===== src/rtl/data_break_seq_if.sv =====
// Break-channel request bundle plus the memory port the sequencer drives.
// master = sequencer side, slave = devices/memory/CPU side.
interface data_break_seq_if #(
   parameter int NCHAN = 2
);
   logic                  cpu_slot;
   logic [NCHAN-1:0]      brk_req;
   logic [NCHAN-1:0]      brk_3cyc;
   logic [NCHAN-1:0]      brk_to_mem;
   logic [12*NCHAN-1:0]   brk_addr;
   logic [3*NCHAN-1:0]    brk_field;
   logic [12*NCHAN-1:0]   brk_wdata;
   logic [11:0]           mem_rdata;

   logic                  break_in_prog;
   logic [11:0]           mem_addr;
   logic [2:0]            mem_field;
   logic                  mem_rd;
   logic                  mem_we;
   logic [11:0]           mem_wdata;
   logic [11:0]           brk_rdata;
   logic [NCHAN-1:0]      brk_ack;
   logic [NCHAN-1:0]      brk_wc_ovf;
   logic [2:0]            brk_chan;

   modport master (
      input  cpu_slot, brk_req, brk_3cyc, brk_to_mem, brk_addr, brk_field,
             brk_wdata, mem_rdata,
      output break_in_prog, mem_addr, mem_field, mem_rd, mem_we, mem_wdata,
             brk_rdata, brk_ack, brk_wc_ovf, brk_chan
   );

   modport slave (
      output cpu_slot, brk_req, brk_3cyc, brk_to_mem, brk_addr, brk_field,
             brk_wdata, mem_rdata,
      input  break_in_prog, mem_addr, mem_field, mem_rd, mem_we, mem_wdata,
             brk_rdata, brk_ack, brk_wc_ovf, brk_chan
   );
endinterface


===== src/rtl/data_break_seq.sv =====
// Data-break sequencer: steals memory cycles for NCHAN channels; ack at grant+3 (single) or grant+9 (three-cycle).
// No backpressure: memory completes every cycle in fixed X0/X1/X2 timing, the CPU simply holds while break_in_prog.
module data_break_seq #(
   parameter int          NCHAN   = 2,
   parameter int          RR      = 0,
   parameter logic [11:0] WC_BASE = 12'o7750
) (
   input  logic             clk,
   input  logic             reset,
   data_break_seq_if.master bus
);

   typedef enum logic [3:0] {
      IDLE, WC0, WC1, WC2, CA0, CA1, CA2, DB0, DB1, DB2
   } state_t;

   state_t      r_state, w_next;
   logic [2:0]  r_chan, r_ptr, r_field;
   logic        r_to_mem, r_ovf, r_bip;
   logic [11:0] r_xaddr, r_wdata, r_inc, r_rdata;

   logic        w_gnt_vld, w_grant;
   logic [2:0]  w_gnt_ch;
   int          w_best, w_dist;
   logic        w_sel_3cyc, w_sel_to_mem;
   logic [2:0]  w_sel_field;
   logic [11:0] w_sel_addr, w_sel_wdata;
   logic [11:0] w_wc_addr, w_ca_addr;

   logic             w_mem_rd, w_mem_we;
   logic [11:0]      w_mem_addr, w_mem_wdata;
   logic [2:0]       w_mem_field;
   logic [NCHAN-1:0] w_chan_oh, w_ack, w_ovf;

   // Round-robin ranks channel i by its distance past the last grant; fixed priority ranks by index.
   always_comb begin
      w_gnt_vld = 1'b0;
      w_gnt_ch  = 3'd0;
      w_best    = 0;
      w_dist    = 0;
      for (int i = 0; i < NCHAN; i++) begin
         if (RR != 0) w_dist = (i + 2*NCHAN - int'(r_ptr) - 1) % NCHAN;
         else         w_dist = i;
         if (bus.brk_req[i] && (!w_gnt_vld || w_dist < w_best)) begin
            w_gnt_vld = 1'b1;
            w_gnt_ch  = 3'(i);
            w_best    = w_dist;
         end
      end
   end

   always_comb begin
      w_sel_3cyc   = 1'b0;
      w_sel_to_mem = 1'b0;
      w_sel_field  = 3'd0;
      w_sel_addr   = 12'd0;
      w_sel_wdata  = 12'd0;
      for (int i = 0; i < NCHAN; i++) begin
         if (w_gnt_ch == 3'(i)) begin
            w_sel_3cyc   = bus.brk_3cyc[i];
            w_sel_to_mem = bus.brk_to_mem[i];
            w_sel_field  = bus.brk_field[3*i +: 3];
            w_sel_addr   = bus.brk_addr[12*i +: 12];
            w_sel_wdata  = bus.brk_wdata[12*i +: 12];
         end
      end
   end

   always_comb begin
      for (int i = 0; i < NCHAN; i++) w_chan_oh[i] = (r_chan == 3'(i));
   end

   assign w_grant   = (r_state == IDLE) && bus.cpu_slot && w_gnt_vld;
   assign w_wc_addr = WC_BASE + {8'd0, r_chan, 1'b0};
   assign w_ca_addr = w_wc_addr + 12'd1;

   always_ff @(posedge clk or posedge reset) begin
      if (reset) r_state <= IDLE;
      else       r_state <= w_next;
   end

   always_comb begin
      w_next      = r_state;
      w_mem_rd    = 1'b0;
      w_mem_we    = 1'b0;
      w_mem_addr  = 12'd0;
      w_mem_field = 3'd0;
      w_mem_wdata = 12'd0;
      w_ack       = '0;
      w_ovf       = '0;
      case (r_state)
         IDLE: if (w_grant) w_next = w_sel_3cyc ? WC0 : DB0;
         WC0: begin
            w_next     = WC1;
            w_mem_rd   = 1'b1;
            w_mem_addr = w_wc_addr;
         end
         WC1: w_next = WC2;
         WC2: begin
            w_next      = CA0;
            w_mem_we    = 1'b1;
            w_mem_addr  = w_wc_addr;
            w_mem_wdata = r_inc;
         end
         CA0: begin
            w_next     = CA1;
            w_mem_rd   = 1'b1;
            w_mem_addr = w_ca_addr;
         end
         CA1: w_next = CA2;
         CA2: begin
            w_next      = DB0;
            w_mem_we    = 1'b1;
            w_mem_addr  = w_ca_addr;
            w_mem_wdata = r_inc;
         end
         DB0: begin
            w_next = DB1;
            if (!r_to_mem) begin
               w_mem_rd    = 1'b1;
               w_mem_addr  = r_xaddr;
               w_mem_field = r_field;
            end
         end
         DB1: w_next = DB2;
         DB2: begin
            w_next = IDLE;
            w_ack  = w_chan_oh;
            if (r_ovf) w_ovf = w_chan_oh;
            if (r_to_mem) begin
               w_mem_we    = 1'b1;
               w_mem_addr  = r_xaddr;
               w_mem_field = r_field;
               w_mem_wdata = r_wdata;
            end
         end
         default: w_next = IDLE;
      endcase
   end

   always_ff @(posedge clk or posedge reset) begin
      if (reset) begin
         r_chan   <= 3'd0;
         r_ptr    <= 3'(NCHAN-1);
         r_field  <= 3'd0;
         r_to_mem <= 1'b0;
         r_ovf    <= 1'b0;
         r_bip    <= 1'b0;
         r_xaddr  <= 12'd0;
         r_wdata  <= 12'd0;
         r_inc    <= 12'd0;
         r_rdata  <= 12'd0;
      end else begin
         r_bip <= (w_next != IDLE);
         if (w_grant) begin
            r_chan   <= w_gnt_ch;
            r_field  <= w_sel_field;
            r_to_mem <= w_sel_to_mem;
            r_xaddr  <= w_sel_addr;
            r_wdata  <= w_sel_wdata;
            r_ovf    <= 1'b0;
            if (RR != 0) r_ptr <= w_gnt_ch;
         end
         case (r_state)
            WC1: begin
               r_inc <= bus.mem_rdata + 12'd1;
               r_ovf <= (bus.mem_rdata == 12'o7777);
            end
            // The incremented current address is also the transfer address.
            CA1: begin
               r_inc   <= bus.mem_rdata + 12'd1;
               r_xaddr <= bus.mem_rdata + 12'd1;
            end
            DB1: if (!r_to_mem) r_rdata <= bus.mem_rdata;
            default: ;
         endcase
      end
   end

   assign bus.break_in_prog = r_bip;
   assign bus.mem_rd        = w_mem_rd;
   assign bus.mem_we        = w_mem_we;
   assign bus.mem_addr      = w_mem_addr;
   assign bus.mem_field     = w_mem_field;
   assign bus.mem_wdata     = w_mem_wdata;
   assign bus.brk_rdata     = r_rdata;
   assign bus.brk_ack       = w_ack;
   assign bus.brk_wc_ovf    = w_ovf;
   assign bus.brk_chan      = r_chan;

endmodule


===== src/flat_wrapper.sv =====
// flat-port wrapper written by rule: the top's interface ports become plain ports
module data_break_seq_flat 
#(
   parameter int          NCHAN   = 2,
   parameter int          RR      = 0,
   parameter logic [11:0] WC_BASE = 12'o7750
)
  (clk, reset, bus_cpu_slot, bus_brk_req, bus_brk_3cyc, bus_brk_to_mem, bus_brk_addr, bus_brk_field, bus_brk_wdata, bus_mem_rdata, bus_break_in_prog, bus_mem_addr, bus_mem_field, bus_mem_rd, bus_mem_we, bus_mem_wdata, bus_brk_rdata, bus_brk_ack, bus_brk_wc_ovf, bus_brk_chan);
  data_break_seq_if #(.NCHAN(NCHAN)) bus_i ();
  input  logic clk;
  input  logic reset;
  input wire logic [$bits(bus_i.cpu_slot)-1:0] bus_cpu_slot;
  input wire logic [$bits(bus_i.brk_req)-1:0] bus_brk_req;
  input wire logic [$bits(bus_i.brk_3cyc)-1:0] bus_brk_3cyc;
  input wire logic [$bits(bus_i.brk_to_mem)-1:0] bus_brk_to_mem;
  input wire logic [$bits(bus_i.brk_addr)-1:0] bus_brk_addr;
  input wire logic [$bits(bus_i.brk_field)-1:0] bus_brk_field;
  input wire logic [$bits(bus_i.brk_wdata)-1:0] bus_brk_wdata;
  input wire logic [$bits(bus_i.mem_rdata)-1:0] bus_mem_rdata;
  output wire logic [$bits(bus_i.break_in_prog)-1:0] bus_break_in_prog;
  output wire logic [$bits(bus_i.mem_addr)-1:0] bus_mem_addr;
  output wire logic [$bits(bus_i.mem_field)-1:0] bus_mem_field;
  output wire logic [$bits(bus_i.mem_rd)-1:0] bus_mem_rd;
  output wire logic [$bits(bus_i.mem_we)-1:0] bus_mem_we;
  output wire logic [$bits(bus_i.mem_wdata)-1:0] bus_mem_wdata;
  output wire logic [$bits(bus_i.brk_rdata)-1:0] bus_brk_rdata;
  output wire logic [$bits(bus_i.brk_ack)-1:0] bus_brk_ack;
  output wire logic [$bits(bus_i.brk_wc_ovf)-1:0] bus_brk_wc_ovf;
  output wire logic [$bits(bus_i.brk_chan)-1:0] bus_brk_chan;
  assign bus_i.cpu_slot = bus_cpu_slot;
  assign bus_i.brk_req = bus_brk_req;
  assign bus_i.brk_3cyc = bus_brk_3cyc;
  assign bus_i.brk_to_mem = bus_brk_to_mem;
  assign bus_i.brk_addr = bus_brk_addr;
  assign bus_i.brk_field = bus_brk_field;
  assign bus_i.brk_wdata = bus_brk_wdata;
  assign bus_i.mem_rdata = bus_mem_rdata;
  assign bus_break_in_prog = bus_i.break_in_prog;
  assign bus_mem_addr = bus_i.mem_addr;
  assign bus_mem_field = bus_i.mem_field;
  assign bus_mem_rd = bus_i.mem_rd;
  assign bus_mem_we = bus_i.mem_we;
  assign bus_mem_wdata = bus_i.mem_wdata;
  assign bus_brk_rdata = bus_i.brk_rdata;
  assign bus_brk_ack = bus_i.brk_ack;
  assign bus_brk_wc_ovf = bus_i.brk_wc_ovf;
  assign bus_brk_chan = bus_i.brk_chan;
  data_break_seq #(.NCHAN(NCHAN), .RR(RR), .WC_BASE(WC_BASE)) u_core (.clk(clk), .reset(reset), .bus(bus_i));
endmodule

===== config.mk =====
export PLATFORM = sky130hd
export DESIGN_NAME = data_break_seq_flat
export DESIGN_NICKNAME = d
export VERILOG_FILES = /design/src/rtl/data_break_seq_if.sv /design/src/rtl/data_break_seq.sv /design/src/flat_wrapper.sv
export SDC_FILE = /design/constraint.sdc
export NUM_CORES = 1
export LEC_CHECK = 0
export ABC_AREA = 1
export ABC_CLOCK_PERIOD_IN_PS = 3300
export CAP_MARGIN = 25
export CORE_AREA = 2 2 88 90
export DETAILED_ROUTE_END_ITERATION = 6
export DIE_AREA = 0 0 90 92
export GPL_ROUTABILITY_DRIVEN = 0
export PLACE_DENSITY = 0.9
export SLEW_MARGIN = 0
export SYNTH_ARGS = -nofsm -noshare
export SYNTH_HDL_FRONTEND = slang
export SYNTH_SLANG_ARGS = --single-unit

===== constraint.sdc =====
create_clock -name clk -period 3.3 [get_ports clk]
set_input_delay 0.33 -clock clk [delete_from_list [all_inputs] [get_ports clk]]
set_output_delay 0.33 -clock clk [all_outputs]
set_load 0.02 [all_outputs]

-- Word-level counts from Yosys, hierarchy flattened
Index checks and enable logic that the tools add are counted.
- add/sub/neg operators: 3
- eq/ne operators: 12
- mux-type cells: 35
- bitwise logic cells: 1
- reductions and logical operators: 16
- operators by type and width (operator ; number):
    two-way mux 12 bit ; 9
    one-hot mux 12 bit (4 select lines) ; 1
    one-hot mux 4 bit (9 select lines) ; 1
    adder 12 x 1 -> 12 bit, second input constant ; 2
    one-hot mux 12 bit (2 select lines) ; 1
    equality test 4 x 3 -> 1 bit, second input constant ; 4
    two-way mux 3 bit ; 5
    equality test 12 bit, second input constant ; 1
    two-way mux 1 bit ; 11
    OR reduction 2 bit ; 5
    equality test 4 x 2 -> 1 bit, second input constant ; 2
    equality test 4 bit, second input constant ; 2
    adder 6 x 5 -> 7 bit, first input constant ; 1
    equality test 3 x 1 -> 1 bit, second input constant ; 2
    logical NOT 3 bit ; 2
    two-way mux 2 bit ; 3
    one-hot mux 3 bit (2 select lines) ; 1
    equality test 4 x 1 -> 1 bit, second input constant ; 1
    logical NOT 4 bit ; 1
    two-way mux 4 bit ; 1
    one-hot mux 1 bit (2 select lines) ; 2
    nonzero test 2 bit ; 2
    nonzero test 4 bit ; 1
    logical AND 1 bit ; 3
    other kinds (3) ; 3
- flip-flop bits (word level): 61
- output and inout port bits: 49

-- Logic depth before layout (Yosys ltp)
Gate-level depths: netlist of the first run.
- depth in word-level cells: 11
- gate-level depth with buffers: 9
- gate-level depth less buffers: 9

-- Worst setup path after synthesis of the first run
Ideal clock, no wire load.
- kind: reg-to-output
- start point: register u_core.r_state[1]
- end point: output bus_mem_field[0]
- arrival time: 1.383 ns
- required time: 2.970 ns
- setup slack: 1.587 ns
- stages on the path, launching flop included: 9
- path buffers: 1
- path through: dfrtp_1 -> buf_4 -> nor2_2 -> nand2_2 -> nor2_2 -> inv_2 -> o21ai_1 -> inv_2 -> nor2_1
- cells in the longest elaborated chain, start to end: 2
- elaborated cells on any way between the ends: 3
- ends and longest elaborated chain (item ; line ; text):
    from (decl) ; data_break_seq.sv:17 ; state_t r_state, w_next;
    from (signal assigned) ; data_break_seq.sv:79 ; else r_state <= w_next;
    equality test 4 bit / equality test 4 x 3 -> 1 bit (equally long branches) ; data_break_seq.sv:91 ; case (r_state)
    one-hot mux 3 bit (2 select lines) * ; data_break_seq.sv:91 ;
    to (decl) ; flat_wrapper.sv:22 ; output wire logic [$bits(bus_i.mem_field)-1:0] bus_mem_field;
Mark *: on every way between the ends. The rest lies on a longest branch, timed or not.

-- Worst setup path after layout of the first run
- start point: register u_core.r_state[1]
- end point: output bus_mem_field[1]
Same word-level chain as after synthesis.

==> results of run 1 <==
cell usage in the layout, fill, tap and decap left out, types with 6 or more instances in the layout:
cell type,netlist,final
nand3_1,83,83
nand2_2,6,6
buf_4,7,7
nor2_1,44,44
a31oi_1,16,16
o21ai_1,14,14
dfrtp_1,59,59
clkdlybuf4s50_1,0,121
o211ai_1,7,7
inv_1,46,45
o21a_1,8,8
clkbuf_8,0,12
inv_2,8,9
o21ai_0,19,19
nand2_1,140,140
layer usage:
| layer | wire (um) | share of wire | up-vias | GRT usage |
|---|---|---|---|---|
| met4 | 310 | 0.029 | 0 | 0.117 |
| met1 | 4320 | 0.40 | 1831 | 0.312 |
| met3 | 753 | 0.070 | 34 | 0.0649 |
| met5 | 0 | 0 | - | 0 |
| li1 | - | - | 1849 | - |
| met2 | 5450 | 0.50 | 196 | 0.464 |
synthesized netlist by cell type (6+ instances only):
library cell and count:
nand2_1 140, nand3_1 83, dfrtp_1 59, inv_1 46
nor2_1 44, o21ai_0 19, a31oi_1 16, o21ai_1 14
buf_2 9, clkbuf_1 9, inv_2 8, o21a_1 8
buf_4 7, o211ai_1 7, nand2_2 6
cells by family (layout without fill, tap and decap cells):
kind of cell,count (synthesis),count (layout),synth area share
XOR/XNOR,2,2,0.00500
flip-flops,59,59,0.422
AND/OR/NAND/NOR,287,287,0.355
AO/OA/AOI/OAI,69,69,0.117
other,1,2,0.00107
adder cells (fa/ha/maj),1,1,0.00357
buffers and inverters,80,197,0.0965
cell type report:
class,instances,area [um2]
Fill cell,626,2480
Multi-Input combinational cell,361,1690
Sequential cell,59,1480
Timing Repair Buffer,128,1260
Inverter,55,206
Clock buffer,12,165
Tap cell,102,128
Clock inverter,2,35.0
final timing paths:
path / depth (start not counted) / end / start
worst min register to register: 2 / u_core.r_inc[11] / u_core.r_inc[11]
worst min-delay path: 2 / u_core.r_inc[11] / u_core.r_inc[11]
max in group asynchronous: 3 / u_core.r_inc[1] / reset
min in group asynchronous: 3 / u_core.bus.brk_rdata[1] / reset
worst max register to register: 6 / u_core.r_wdata[8] / u_core.r_state[1]
worst max-delay path: 8 / bus_mem_field[1] / u_core.r_state[1]
stage by stage:
step | worst slack, ps | power, mW | util | cell area [um2] | hold WS, ps
4_1_cts | 324 | 4.22 | 0.667 | 4960 | 494
6_report | 306 | 4.22 | 0.667 | 4960 | 490
3_5_place_dp | 700 | 3.53 | 0.640 | 4760 | 479
3_3_place_gp | 760 | 3.44 | 0.640 | 4760 | 474
5_1_grt | 159 | 4.50 | 0.667 | 4960 | 512
2_1_floorplan | 1510 | 2.61 | - | 3500 | 447
registers in the layout, indices dropped and copies added, names as in the netlist:
signal and cells:
u_core.bus.brk_chan 1, u_core.r_xaddr 12, u_core.r_field 3, u_core.r_wdata 12
u_core.bus.break_in_prog 1, u_core.r_inc 12, u_core.r_state 4, u_core.bus.brk_rdata 12
u_core.r_ovf 1, u_core.r_to_mem 1
critical path: stages, from the launching register on:
cell,delay (ps)
dfrtp_1,520
nor2_2,210
nand2_2,150
nor2_2,460
inv_2,60
o21ai_1,150
inv_2,70
nor2_1,90
clkdlybuf4s50_1,610
power breakdown:
group          internal [mW]  total, mW  leakage (nW)  switching (mW)
combinational          0.922       2.21          1.47            1.28
clock                  0.401      0.681         0.104           0.280
sequential              1.08       1.33         0.700           0.252
==> out/metrics.csv, run 1 <==
metric;value;unit
synthesized area;3500;um2
max-slew violations;0;
max cap viols;0;
Mapped Cells;499;
Leak;2.28;nW
final WL;10800;um
Final HPWL DP;8180;um
crit path kind;flop to output port;
Peak VDD IR;0.492;mV
Initial Util;0.470;
flop2flop setup slack;1270;ps
maximum clock frequency;334;MHz
Worst EP required;2970;ps
CTS root buf;clkbuf_8;
Hold Path Class;flop to flop;
vias;3910;
Tcrit/Tclk final;0.907;
setup TNS;0;ps
initial drt markers;335;
TritonCTS Sinks;59;
CTS tree;yes;
Setup crit end kind;output port;
DR pass1 iterations;7;
CP startpoint kind;flop;
Seq/Total Area, Yosys;0.422;
share of cells above drive strength 1;0.0681;
PD cells;850;nW/um2
Clk Latency, worst-skew pair;340;ps
core area;7450;um2
syn avg cell area;7.02;um2
largest net degree at the start of global routing;60;
EDFF count, synth;0;
Die Area;8280;um2
Final Skew;5.97;ps
outcome;completed;
area grow syn2layout;41.8;%
Inst Count DP;705;
vias per cell;5.44;
WL per Instance;15.1;um
top_reg_cell synth;dfrtp_1;
Synth async-reset ratio;1.00;
CTS Buf Count;9;
Setup violations, final;0;
Rel. slew slack;0.483;
Synth top area share;0.422;
vias in the first global route;3819;
Die Y;92;um
Max Root-Sink Buffers;2;
Worst-path clk slew;60;ps
ANT nets after route;0;
die width;90;um
crit path max fanout;13;
Synth Register Bits;59;
I/O pins;124;
final std cells w/o fill;719;
global-route usage over all layers;0.266;
DRC errors left;0;
Tmin final;2990;ps
RSZ-0062 raised after global routing;false;
antenna violations before repair;0;
hold buffers post-CTS;0;
top post-synthesis cells by area;dfrtp_1 42%, nand2_1 15%, nand3_1 12%;
Slew @ Worst Pin;774;ps
Ys Warns;0;
port buffer count;121;
# diodes;0;
nets;690;
area leader, netlist;dfrtp_1;
first-pass GRT wire length;17600;um
Netlist cell types;28;
CP Data Arrival Time;2660;ps
global route overflow;0;
row cnt;32;
endpoints failing hold;0;
H-tree levels;3;
# Post-CTS Setup Buffers;0;
PostCTS Resize Cnt;0;
(Power assumes the default switching activity.)
==> inputs of run 2 (changes only) <==
Settings changed: CORE_AREA 2 2 88 90 to 2 2 87 89, CTS_BUF_LIST set to sky130_fd_sc_hd__clkbuf_2 sky130_fd_sc_hd__clkbuf_4 sky130_fd_sc_hd__clkbuf_8, DIE_AREA 0 0 90 92 to 0 0 89 91, PLACE_DENSITY 0.9 to 0.91.
==> out/metrics.csv, run 2 (same netlist as run 1, synthesis figures left out) <==
metric;value;unit;change
outcome;completed;;
Setup crit end kind;output port;;
Max Root-Sink Buffers;2;;unchanged
Final HPWL DP;8400;um;+2.6%
row cnt;31;;-3.1%
CTS root buf;clkbuf_8;;
CTS Buf Count;9;;unchanged
DRC errors left;0;;unchanged
RR Endpoint;u_core.r_wdata[8];;
endpoints failing hold;0;;unchanged
vias;3871;;-1.0%
max cap viols;0;;unchanged
Tmin final;3020;ps;+25.3 ps
H-tree levels;3;;unchanged
TritonCTS Sinks;59;;unchanged
# Post-CTS Setup Buffers;0;;unchanged
Tcrit/Tclk final;0.915;;+0.00768
PD cells;855;nW/um2;+0.50%
commonest cells after routing, fill and taps aside;140 x nand2_1, 121 x clkdlybuf4s50_1, 83 x nand3_1, 59 x dfrtp_1, 45 x inv_1;;
# diodes;0;;unchanged
flop2flop setup slack;1340;ps;+70 ps
first-pass GRT wire length;17800;um;+1.1%
Crit path depth;8;;unchanged
crit path from;u_core.r_state[1];;
DR pass1 iterations;6;;-1
Slew @ Worst Pin;750;ps;-24.2 ps
vias in the first global route;3877;;+1.5%
Crit path max-delay family;simple AND/OR/NAND/NOR gates;;
WL per Instance;15.3;um;+1.6%
Post-DP Area;4760;um2;about the same
crit path max fanout;13;;unchanged
RSZ-0062 raised after global routing;false;;
slowest cell on the critical path;clkdlybuf4s50_1;;
CP startpoint kind;flop;;
I/O pins;124;;unchanged
Peak VDD IR;0.473;mV;-3.7%
setup TNS;0;ps;unchanged
Leak;2.28;nW;+0.24%
Critical Path, Cell by Cell;nor2_2 -> nand2_2 -> nor2_2 -> inv_2 -> o21ai_1 -> inv_2 -> nor2_1 -> clkdlybuf4s50_1;;
CP Buf/Inv Count;3;;unchanged
share of cells above drive strength 1;0.0711;;+0.00301
global-route usage over all layers;0.284;;+0.0183
global route overflow;0;;unchanged
FF-to-FF path depth;6;;unchanged
largest net degree at the start of global routing;60;;unchanged
crit path kind;flop to output port;;
PostCTS Resize Cnt;0;;unchanged
final std cells w/o fill;718;;-0.14%
nets;690;;unchanged
Setup violations, final;0;;unchanged
CP Data Arrival Time;2690;ps;+30 ps
hold buffers post-CTS;0;;unchanged
Die Area;8100;um2;-2.2%
die width;89;um;-1.1%
max-slew violations;0;;unchanged
Finished Core Util;0.696;;+0.0295
hold_sp;u_core.bus.brk_rdata[9];;
final instance area;4970;um2;about the same
core area;7140;um2;-4.2%
Die Y;91;um;-1.1%
Worst path max stage delay;630;ps;+20 ps
area grow syn2layout;41.9;%;about the same
worst slack, placed;644;ps;-56.0 ps
critical path endpoint;bus_mem_field[0];;
Rel. slew slack;0.500;;+0.0173
final WL;11000;um;+1.5%
port buffer count;121;;unchanged
CTS tree;yes;;
maximum clock frequency;331;MHz;-0.84%
Worst EP required;2970;ps;about the same
Final Skew;12.5;ps;+6.51 ps
Hold Path Class;flop to flop;;
Worst-path clk slew;70;ps;about the same
RR Startpoint;u_core.r_state[3];;
vias per cell;5.39;;-0.86%
initial drt markers;368;;+9.9%
Clk Latency, worst-skew pair;340;ps;about the same
post-route setup slack;281;ps;-25.3 ps
ANT nets after route;0;;unchanged
Inst Count DP;702;;-0.43%
Initial Util;0.491;;+0.0204
antenna violations before repair;0;;unchanged
most common cell after layout, fill and taps aside;nand2_1;;
Filler Cell Count;561;;-10%
## run 2: cell types whose count changed in the layout (fill, tap and decap cells not counted)
cell and delta:
clkbuf_8 -1, clkinv_2 +1, clkinv_4 +1, clkbuf_4 +1
## run 2: metal layers
layer,part of all wire,vias up,track usage,wire length (um)
met4,0.028,0,0.129,310
li1,-,1853,-,-
met2,0.51,199,0.476,5600
met3,0.082,34,0.0618,897
met1,0.38,1785,0.344,4190
met5,0,-,0,0
## run 2: how the worst min path moves through the flow
stage	endpoint	slack [ps]	cells past startpoint
global placement	u_core.r_inc[10]	470	2
detailed placement	u_core.bus.brk_rdata[9]	480	1
CTS	u_core.bus.brk_rdata[9]	500	1
floorplan	u_core.bus.brk_rdata[1]	450	2
global route	u_core.bus.brk_rdata[7]	520	1
finish	u_core.bus.brk_rdata[9]	490	1
## run 2: report_power, final
group | internal (mW) | total, mW | switching, mW
Combinational | 0.922 | 2.22 | 1.30
Sequential | 1.08 | 1.34 | 0.259
Clock | 0.397 | 0.683 | 0.286
Total | 2.40 | 4.25 | 1.85
## run 2: area by class of cell
class                      instances  area [um2]  share of cell area
timing repair buffer             128        1260               0.254
tap                               99         124              0.0249
multi-input combinational        361        1690               0.340
clock buffer                      12         159              0.0320
clock inverter                     4        48.8             0.00982
sequential                        59        1480               0.297
inverter                          55         206              0.0416
## run 2: metrics by stage
step | total power [mW] | hold WS (ps)
6_report | 4.25 | 495
5_1_grt | 4.52 | 516
4_1_cts | 4.23 | 497
3_5_place_dp | 3.55 | 481
3_3_place_gp | 3.45 | 471
2_1_floorplan | 2.61 | 447
==> inputs of run 3 (changes only) <==
Settings changed: PLACE_DENSITY 0.91 to 0.86.
==> out/metrics.csv, run 3 (same netlist as run 1, synthesis figures left out) <==
metric;value;unit;change
outcome;completed;;
combinational power share;0.520;;-0.003
PD cells;854;nW/um2;about the same
Leak;2.28;nW;about the same
share of cells above drive strength 1;0.0711;;unchanged
register share of total power;0.315;;about the same
Setup violations, final;0;;unchanged
CTS root buf;clkbuf_8;;
area grow syn2layout;42.1;%;
Final Skew;8.69;ps;-3.78 ps
CTS Buf Count;9;;unchanged
Clk Latency, worst-skew pair;350;ps;about the same
Hold Path Class;flop to flop;;
CP startpoint kind;flop;;
setup TNS;0;ps;unchanged
Die Y;91;um;unchanged
maximum clock frequency;332;MHz;+0.16%
total net switching power;1.84;mW;-0.40%
port buffer count;121;;unchanged
global-route usage over all layers;0.267;;-0.0171
PostCTS Resize Cnt;0;;unchanged
Peak VDD IR;0.457;mV;-3.6%
first-pass GRT wire length;16600;um;-6.7%
TritonCTS Sinks;59;;unchanged
global route overflow;0;;unchanged
DRC errors left;0;;unchanged
Rel. slew slack;0.507;;+0.00674
die width;89;um;unchanged
internal power;2.41;mW;+0.42%
RSZ-0062 raised after global routing;false;;
antenna violations before repair;0;;unchanged
WL per Instance;14.9;um;-2.6%
Worst-path clk slew;70;ps;about the same
nets;690;;unchanged
Final HPWL DP;8010;um;-4.6%
H-tree levels;3;;unchanged
post-route setup slack;286;ps;+4.85 ps
max cap viols;0;;unchanged
Post-DP Area;4760;um2;unchanged
final WL;10700;um;-2.6%
DR pass1 iterations;6;;unchanged
largest net degree at the start of global routing;60;;unchanged
I/O pins;124;;unchanged
Max Root-Sink Buffers;2;;unchanged
Initial Util;0.491;;unchanged
vias per cell;5.25;;-2.6%
crit path kind;flop to output port;;
Die Area;8100;um2;unchanged
Setup crit end kind;output port;;
max-slew violations;0;;unchanged
# diodes;0;;unchanged
final instance area;4970;um2;+0.10%
Inst Count DP;702;;unchanged
commonest cells after routing, fill and taps aside;140 x nand2_1, 121 x clkdlybuf4s50_1, 83 x nand3_1, 59 x dfrtp_1, 45 x inv_1;;
# Post-CTS Setup Buffers;0;;unchanged
CTS tree;yes;;
vias in the first global route;3620;;-6.6%
clock group share of total power;0.166;;+0.005
Tmin final;3010;ps;-4.85 ps
final std cells w/o fill;718;;unchanged
row cnt;31;;unchanged
WHS;489;ps;-5.98 ps
vias;3770;;-2.6%
ANT nets after route;0;;unchanged
Tcrit/Tclk final;0.913;;-0.00147
Worst EP required;2970;ps;about the same
core area;7140;um2;unchanged
hold buffers post-CTS;0;;unchanged
initial drt markers;381;;+3.5%
endpoints failing hold;0;;unchanged
Switching Fraction;0.432;;-0.00201
most common cell after layout, fill and taps aside;nand2_1;;
Slew @ Worst Pin;739;ps;-10.1 ps
CP Data Arrival Time;2680;ps;about the same
worst slack, placed;687;ps;+42.4 ps
crit path max fanout;13;;unchanged
## run 3: cell types whose count changed in the layout (fill, tap and decap cells not counted)
cell	change
clkbuf_4	-1
clkinvlp_4	+1
clkinv_4	-1
clkbuf_8	+1
## run 3: metal layers
metal / track usage / vias to the layer above / routed length [um]
li1: - / 1854 / -
met1: 0.327 / 1683 / 4330
met2: 0.454 / 200 / 5280
met3: 0.0555 / 33 / 788
met4: 0.102 / 0 / 303
met5: 0 / - / 0
## run 3: layout make-up
type	count	area [um2]
timing repair buffer	128	1260
inverter	55	206
clock inverter	4	47.5
clock buffer	12	165
fill	573	2160
sequential	59	1480
tap	99	124
multi-input combinational	361	1690
## run 3: worst paths after layout
path	start	to	slack (ps)	depth (start not counted)
max reg2reg	u_core.r_state[3]	u_core.bus.break_in_prog	1410	8
min reg2reg	u_core.bus.brk_rdata[9]	u_core.bus.brk_rdata[9]	490	1
max	u_core.r_state[1]	bus_mem_field[0]	290	8
max in group asynchronous	reset	u_core.r_xaddr[9]	2300	3
min	u_core.bus.brk_rdata[9]	u_core.bus.brk_rdata[9]	490	1
min in group asynchronous	reset	u_core.bus.brk_rdata[2]	510	3
## run 3: through the flow
step                 util  total power, mW
floorplan               -             2.61
global placement    0.667             3.45
detailed placement  0.667             3.52
CTS                 0.697             4.24
global route        0.697             4.50
finish              0.697             4.25
## run 3: power by group through the flow
stage	Sequential, mW	Combinational [mW]	Clock (mW)
after global routing	1.36	2.40	0.732
after detailed placement	1.34	2.19	0
after floorplan	1.36	1.25	0
final	1.34	2.21	0.703
after CTS	1.33	2.21	0.696
after global placement	1.32	2.13	0
## run 3: worst max-delay path, cell delays in order, from the launching register on
cell,delay (ps)
dfrtp_1,520
nor2_2,220
nand2_2,160
nor2_2,440
inv_2,70
o21ai_1,130
inv_2,60
nor2_1,110
clkdlybuf4s50_1,630
==> RTL edit 1, RTL diff (settings of run 3) <==
Encoding of `state_t`: now one-hot (10 bits for 10 states).
--- a/src/rtl/data_break_seq.sv
+++ b/src/rtl/data_break_seq.sv
@@ -10,8 +10,8 @@
    data_break_seq_if.master bus
 );
 
-   typedef enum logic [3:0] {
-      IDLE, WC0, WC1, WC2, CA0, CA1, CA2, DB0, DB1, DB2
+   typedef enum logic [9:0] {
+      IDLE = 10'b0000000001, WC0 = 10'b0000000010, WC1 = 10'b0000000100, WC2 = 10'b0000001000, CA0 = 10'b0000010000, CA1 = 10'b0000100000, CA2 = 10'b0001000000, DB0 = 10'b0010000000, DB1 = 10'b0100000000, DB2 = 10'b1000000000
    } state_t;
 
    state_t      r_state, w_next;
Function: no difference found for any inputs over 10 cycles, from zero or initial values and one cycle with reset high; not proved beyond that.
==> RTL edit 1 against run 3 <==
  * Global-route usage increased by 2.2 points
  * Total power is 27% lower
  * Synthesized area up 12%
  * Final area increased by 7.9%
  * Combinational power is 48% lower
  * Setup slack gained 73 ps
  * Count of clock-buffer cells in the layout down 2
  * Maximum frequency increased by 2.5%
  * Sequential cell count is 6 higher
  * Wire length grew 5.2%
  * Critical path depth stayed put
  * Synthesized cell count grew 6.6%
  * Critical path type unchanged
  * Largest cell class unchanged
  * Largest power group is now sequential cells
==> RTL edit 1: results (changes against run 3) <==
** Status
- The flow ran to the end, and the final reports show no timing, DRC or antenna violations.

** Clock tree
- Buffers inserted by post-CTS timing repair :: 0 (unchanged)
- The root buffer cell chosen for the clock tree is clkbuf_8.
- The number of resized instances in the post-cts repair step came to 0 (unchanged).

** Synthesis
- Sorting the synthesized cells by area gives the leading types as dfrtp_1, nand2_1, nand3_1, inv_1, mux2i_1.
- The post-synthesis instance total came to 532 (+6.6%).
- Library cells used by synthesis :: 36 (+29%)
- The post-synthesis sequential area ratio came to 41.35% (-0.82 points).
- The commonest cells after synthesis are nand2_1, dfrtp_1, inv_1, nand3_1, nor2_1.

** Setup path
- Maximum fanout along the worst path :: 12 (-1)
- Endpoint of the worst-slack reg-to-reg timing path :: u_core.r_xaddr[7]$_DFFE_PP0P_
- The worst register-to-register path begins at u_core.r_state[4]$_DFF_PP0_.
- The slack of the worst reg-to-reg path is 1460 ps (+50 ps).

** Route
- Number of DRC violations after detailed routing :: 0 (unchanged)
- Wirelength per Cell :: 14.91 µm (about the same)
- DRT Pass-1 Iters :: 7 (+1)
- DR vias :: 4078 (+8.2%)
- The DRC violation total after the first TritonRoute iteration came to 358 (-6.0%).

** Timing
- Skew final :: 8.507 ps (-0.1874 ps)
- Tightest hold margin :: 210.4 ps (-278.2 ps)
- The measured slew at the worst slew-check pin came to 663.0 ps (-76.46 ps).

** Cells and area
- # fillers :: 553 (-3.5%)
- Final cell count without fillers :: 755 (+5.2%)
- The share of layout cells above drive strength 1 was 8.232% (+1.1 points).

** Global route
- The maximum number of pins on one net before global-route repair came to 51 (-15%).
- The total track usage was 28.94% (+2.2 points).
- The via count of the first global-routing pass was 3935 (+8.7%).
- Global-route wire length before repair :: 18310 µm (+10%)

** Power
- Total power divided by cell area :: 580.6 nW/µm² (-32%)
- Highest-power group :: sequential cells
- Max VDD drop :: 0.0004319 V (-5.4%)
- Leak pwr :: 2.625 nW (+15%)
- The power share of the clock group was 19.0% (+2.4 points).

** Placed design
- The post-placement worst setup slack is 757.0 ps (+70.16 ps).
- Post-placement cell area :: 5182 µm² (+8.9%)
- The half-perimeter wire length of the detailed placement result was 8780 µm (+9.6%).
RTL edit 1: changes by cell type in the layout (fill, tap and decap cells not counted), moves of 9 or more:
cell,change
nand2_1,+24
nand3_1,-24
a31oi_1,-16
mux2i_1,+16
inv_1,+13
nor2_1,-10
nand4_1,+9
RTL edit 1: worst max path at each step:
stage / start / endpoint / slack (ps) / cells past startpoint
floorplan: reset / u_core.bus.break_in_prog$_DFF_PP0_ / 1350 / 1
global placement: u_core.r_state[2]$_DFF_PP0_ / bus_mem_addr[2] / 840 / 8
detailed placement: u_core.r_state[2]$_DFF_PP0_ / bus_mem_field[0] / 760 / 8
CTS: u_core.r_state[2]$_DFF_PP0_ / bus_mem_field[0] / 360 / 8
global route: u_core.r_state[2]$_DFF_PP0_ / bus_mem_field[2] / 210 / 8
finish: u_core.r_state[2]$_DFF_PP0_ / bus_mem_field[0] / 360 / 8
RTL edit 1: routing by layer:
| metal | wire length [µm] | up-vias | GRT usage (%) |
|---|---|---|---|
| met1 | 4496 | 1839 | 38.17 |
| met2 | 5219 | 249 | 46.02 |
| li1 | - | 1950 | - |
| met3 | 1136 | 40 | 5.545 |
| met5 | 0 | - | 0 |
| met4 | 407 | 0 | 12.56 |
RTL edit 1: area by class of cell:
cell class	instances	share of cell area, %
clock inverters	6	0.6525
multi-input cells	387	36.38
flip-flops and latches	65	30.32
inverters	61	4.265
well taps	99	2.307
clock buffers	10	2.447
repair buffers	127	23.63
RTL edit 1: kinds of logic after synthesis:
kind of cell / synth area share [%]
AOI/OAI and AO/OA: 10.14
xor gates and xnor gates: 1.113
adders and majority gates: 0.3178
buffers and inverters: 9.123
DFF: 41.35
muxes: 4.069
other: 0.09527
and+or+nand+nor: 33.79
==> RTL edit 2, RTL diff (settings of run 3) <==
Without the edit above. `RR` is set to 0 in 2 places; all go to 1.
--- a/src/rtl/data_break_seq.sv
+++ b/src/rtl/data_break_seq.sv
@@ -2,7 +2,7 @@
 // No backpressure: memory completes every cycle in fixed X0/X1/X2 timing, the CPU simply holds while break_in_prog.
 module data_break_seq #(
    parameter int          NCHAN   = 2,
-   parameter int          RR      = 0,
+   parameter int          RR      = 1,
    parameter logic [11:0] WC_BASE = 12'o7750
 ) (
    input  logic             clk,
--- a/src/flat_wrapper.sv
+++ b/src/flat_wrapper.sv
@@ -2,7 +2,7 @@
 module data_break_seq_flat 
 #(
    parameter int          NCHAN   = 2,
-   parameter int          RR      = 0,
+   parameter int          RR      = 1,
    parameter logic [11:0] WC_BASE = 12'o7750
 )
   (clk, reset, bus_cpu_slot, bus_brk_req, bus_brk_3cyc, bus_brk_to_mem, bus_brk_addr, bus_brk_field, bus_brk_wdata, bus_mem_rdata, bus_break_in_prog, bus_mem_addr, bus_mem_field, bus_mem_rd, bus_mem_we, bus_mem_wdata, bus_brk_rdata, bus_brk_ack, bus_brk_wc_ovf, bus_brk_chan);
Behaviour: not the same (Yosys sat finds a counterexample within 10 cycles, from zero or initial values and one cycle with reset high).
==> RTL edit 2 against run 3 <==
  * Total power up 0.61%
  * Synthesized area up 0.11%
  * Via count up 1.4%
  * Final area down 0.50%
  * Sequential cell count up 1
  * Wire length down 0.92%
  * Sequential share of layout area up 0.68 points
  * First-iteration DRC count up 4.5%
  * Maximum frequency down 3.6%
  * Setup slack worse by 110 ps
  * Register-to-register slack worse by 180 ps
  * Largest cell class unchanged
==> RTL edit 2: results (changes against run 3) <==
** Status
- The flow ran to the end, and the final reports show no timing, DRC or antenna violations.

** Power
- The clock group power is 0.000740 W (+5.3%).
- The peak supply drop is 0.0004132 V (-9.5%).
- Int Pwr :: 0.002425 W (+0.58%)
- Leak pwr :: 2.275 nW (-0.29%)
- Highest-power group :: combinational logic

** Clock tree
- Resize count post-CTS :: 0 (unchanged)
- The clock-pin transition on the worst setup and hold timing paths came to 70 ps (about the same).

** Setup path
- Endpoint of the worst-slack reg-to-reg timing path :: u_core.r_inc[5]$_DFFE_PP0P_
- Maximum fanout along the worst path :: 14 (+1)
- R2R setup slack :: 1230 ps (-180 ps)
- Endpoint of the worst setup timing path :: bus_mem_addr[2]
- The critical path arrival is 2800 ps (+120 ps).
- Register-to-Register Path Depth :: 5 (-3)
- Launching point of the worst reg2reg path :: u_core.r_state[1]$_DFF_PP0_
- STA classifies the critical path startpoint as a register.

** Synthesis
- The proportion of netlist area held by the largest area contributor is 42.13% (-0.045 points).
- The post-synthesis sequential area ratio came to 42.88% (+0.70 points).
- Counting instances in the post-synthesis netlist gives the leading cell types as nand2_1, nand3_1, dfrtp_1, inv_1, nor2_1.
- Library cells used by synthesis :: 28 (unchanged)
- Ranking of synthesized cells by area :: dfrtp_1, nand2_1, nand3_1, o21ai_0, inv_1
- Number of warnings reported in the yosys synthesis log :: 0 (unchanged)

** Worst hold path
- Class of the worst hold path :: in -> async

** Global route
- Maximum number of pins on one net before global-route repair :: 34 (-43%)
- Antenna violations before repair :: 0 (unchanged)
- The total track usage was 26.91% (+0.22 points).
- The global-route wire length before repair is 17150 µm (+3.3%).
- Number of global-route vias before repair :: 3642 (+0.61%)

** Cells and area
- Fin nets :: 685 (-0.72%)
- # fillers :: 600 (+4.7%)
- Fraction of layout instances using a drive strength above 1 :: 5.873% (-1.2 points)

** Route
- DRT Wirelength :: 10610 µm (-0.92%)
- Number of DRC markers in iteration 0 :: 398 (+4.5%)
- The first-pass detailed-route iteration total is 6 (unchanged).
- Routed via count divided by cell count :: 5.369 (+2.3%)

** Placed design
- Detailed-placement wirelength estimate :: 7871 µm (-1.7%)
- The post-placement worst setup slack came to 596.0 ps (-90.78 ps).

** Timing
- Period minus WS final :: 3127 ps (+112.7 ps)
- The worst clock skew is 9.615 ps (+0.9201 ps).
- Worst slew margin relative to its limit :: 42.38% (-8.3 points)
RTL edit 2: cell types whose count changed after synthesis, moves of 4 or more:
| cell | change |
|---|---|
| a31oi_1 | -16 |
| buf_2 | +4 |
| clkbuf_1 | -4 |
| inv_1 | -10 |
| inv_2 | -4 |
| nand2_1 | +31 |
| nand3_1 | -21 |
| nand4_1 | +11 |
| nor2_1 | -10 |
| o211ai_1 | -6 |
| o21a_1 | +5 |
| o21ai_0 | +14 |
| o21ai_1 | +8 |
RTL edit 2: worst min-delay path by stage:
stage	from	cells past startpoint	to	slack [ps]
final	reset	2	u_core.bus.brk_rdata[0]$_DFFE_PP0P_	300
after global routing	reset	2	u_core.bus.brk_rdata[0]$_DFFE_PP0P_	350
after CTS	reset	2	u_core.bus.brk_rdata[0]$_DFFE_PP0P_	300
after detailed placement	u_core.r_inc[9]$_DFFE_PP0P_	2	u_core.r_inc[9]$_DFFE_PP0P_	470
after global placement	u_core.r_ptr[0]$_DFFE_PP1P_	2	u_core.r_ptr[0]$_DFFE_PP1P_	460
after floorplan	u_core.r_ptr[0]$_DFFE_PP1P_	2	u_core.r_ptr[0]$_DFFE_PP1P_	440
RTL edit 2: per-stage QoR:
step / util, % / instances / area (µm²) / power [W]
finish: 69.34 / 712 / 4949 / 0.004275
CTS: 69.34 / 712 / 4949 / 0.004266
global placement: 66.27 / 697 / 4730 / 0.003443
floorplan: - / 498 / 3508 / 0.002622
detailed placement: 66.27 / 697 / 4730 / 0.003507
global route: 69.34 / 712 / 4949 / 0.004540
RTL edit 2: worst max-delay path, cell delays in order (launching register included):
cell and delay (ps):
dfrtp_1 620, nand2_1 170, nor2_1 160, buf_4 190
inv_1 90, nor2_1 430, o21a_1 190, clkdlybuf4s50_1 610
RTL edit 2: per-layer routing:
| layer | share of wire, % | global-route usage (%) | up-vias |
|---|---|---|---|
| li1 | - | - | 1842 |
| met1 | 40 | 34.55 | 1752 |
| met4 | 2.0 | 7.090 | 0 |
| met2 | 50 | 46.39 | 206 |
| met5 | 0 | 0 | - |
| met3 | 7.9 | 4.636 | 23 |
RTL edit 2: cells by family after synthesis:
logic type | count (synthesis) | share of synthesized area [%]
compound gates | 73 | 11.67
xor+xnor | 2 | 0.4999
fa+ha+maj | 1 | 0.3570
buf+inv | 66 | 8.604
flops | 60 | 42.88
other cells | 1 | 0.1070
simple gates | 294 | 35.88
RTL edit 2: area by class of cell:
class                           instances  area share, %
Clock buffer                           11          2.933
Clock inverter                          4          1.492
Multi-Input combinational cell        372          34.44
Sequential cell                        60          30.37
Tap cell                               99          2.503
Timing Repair Buffer                  126          25.23
Inverter                               40          3.034
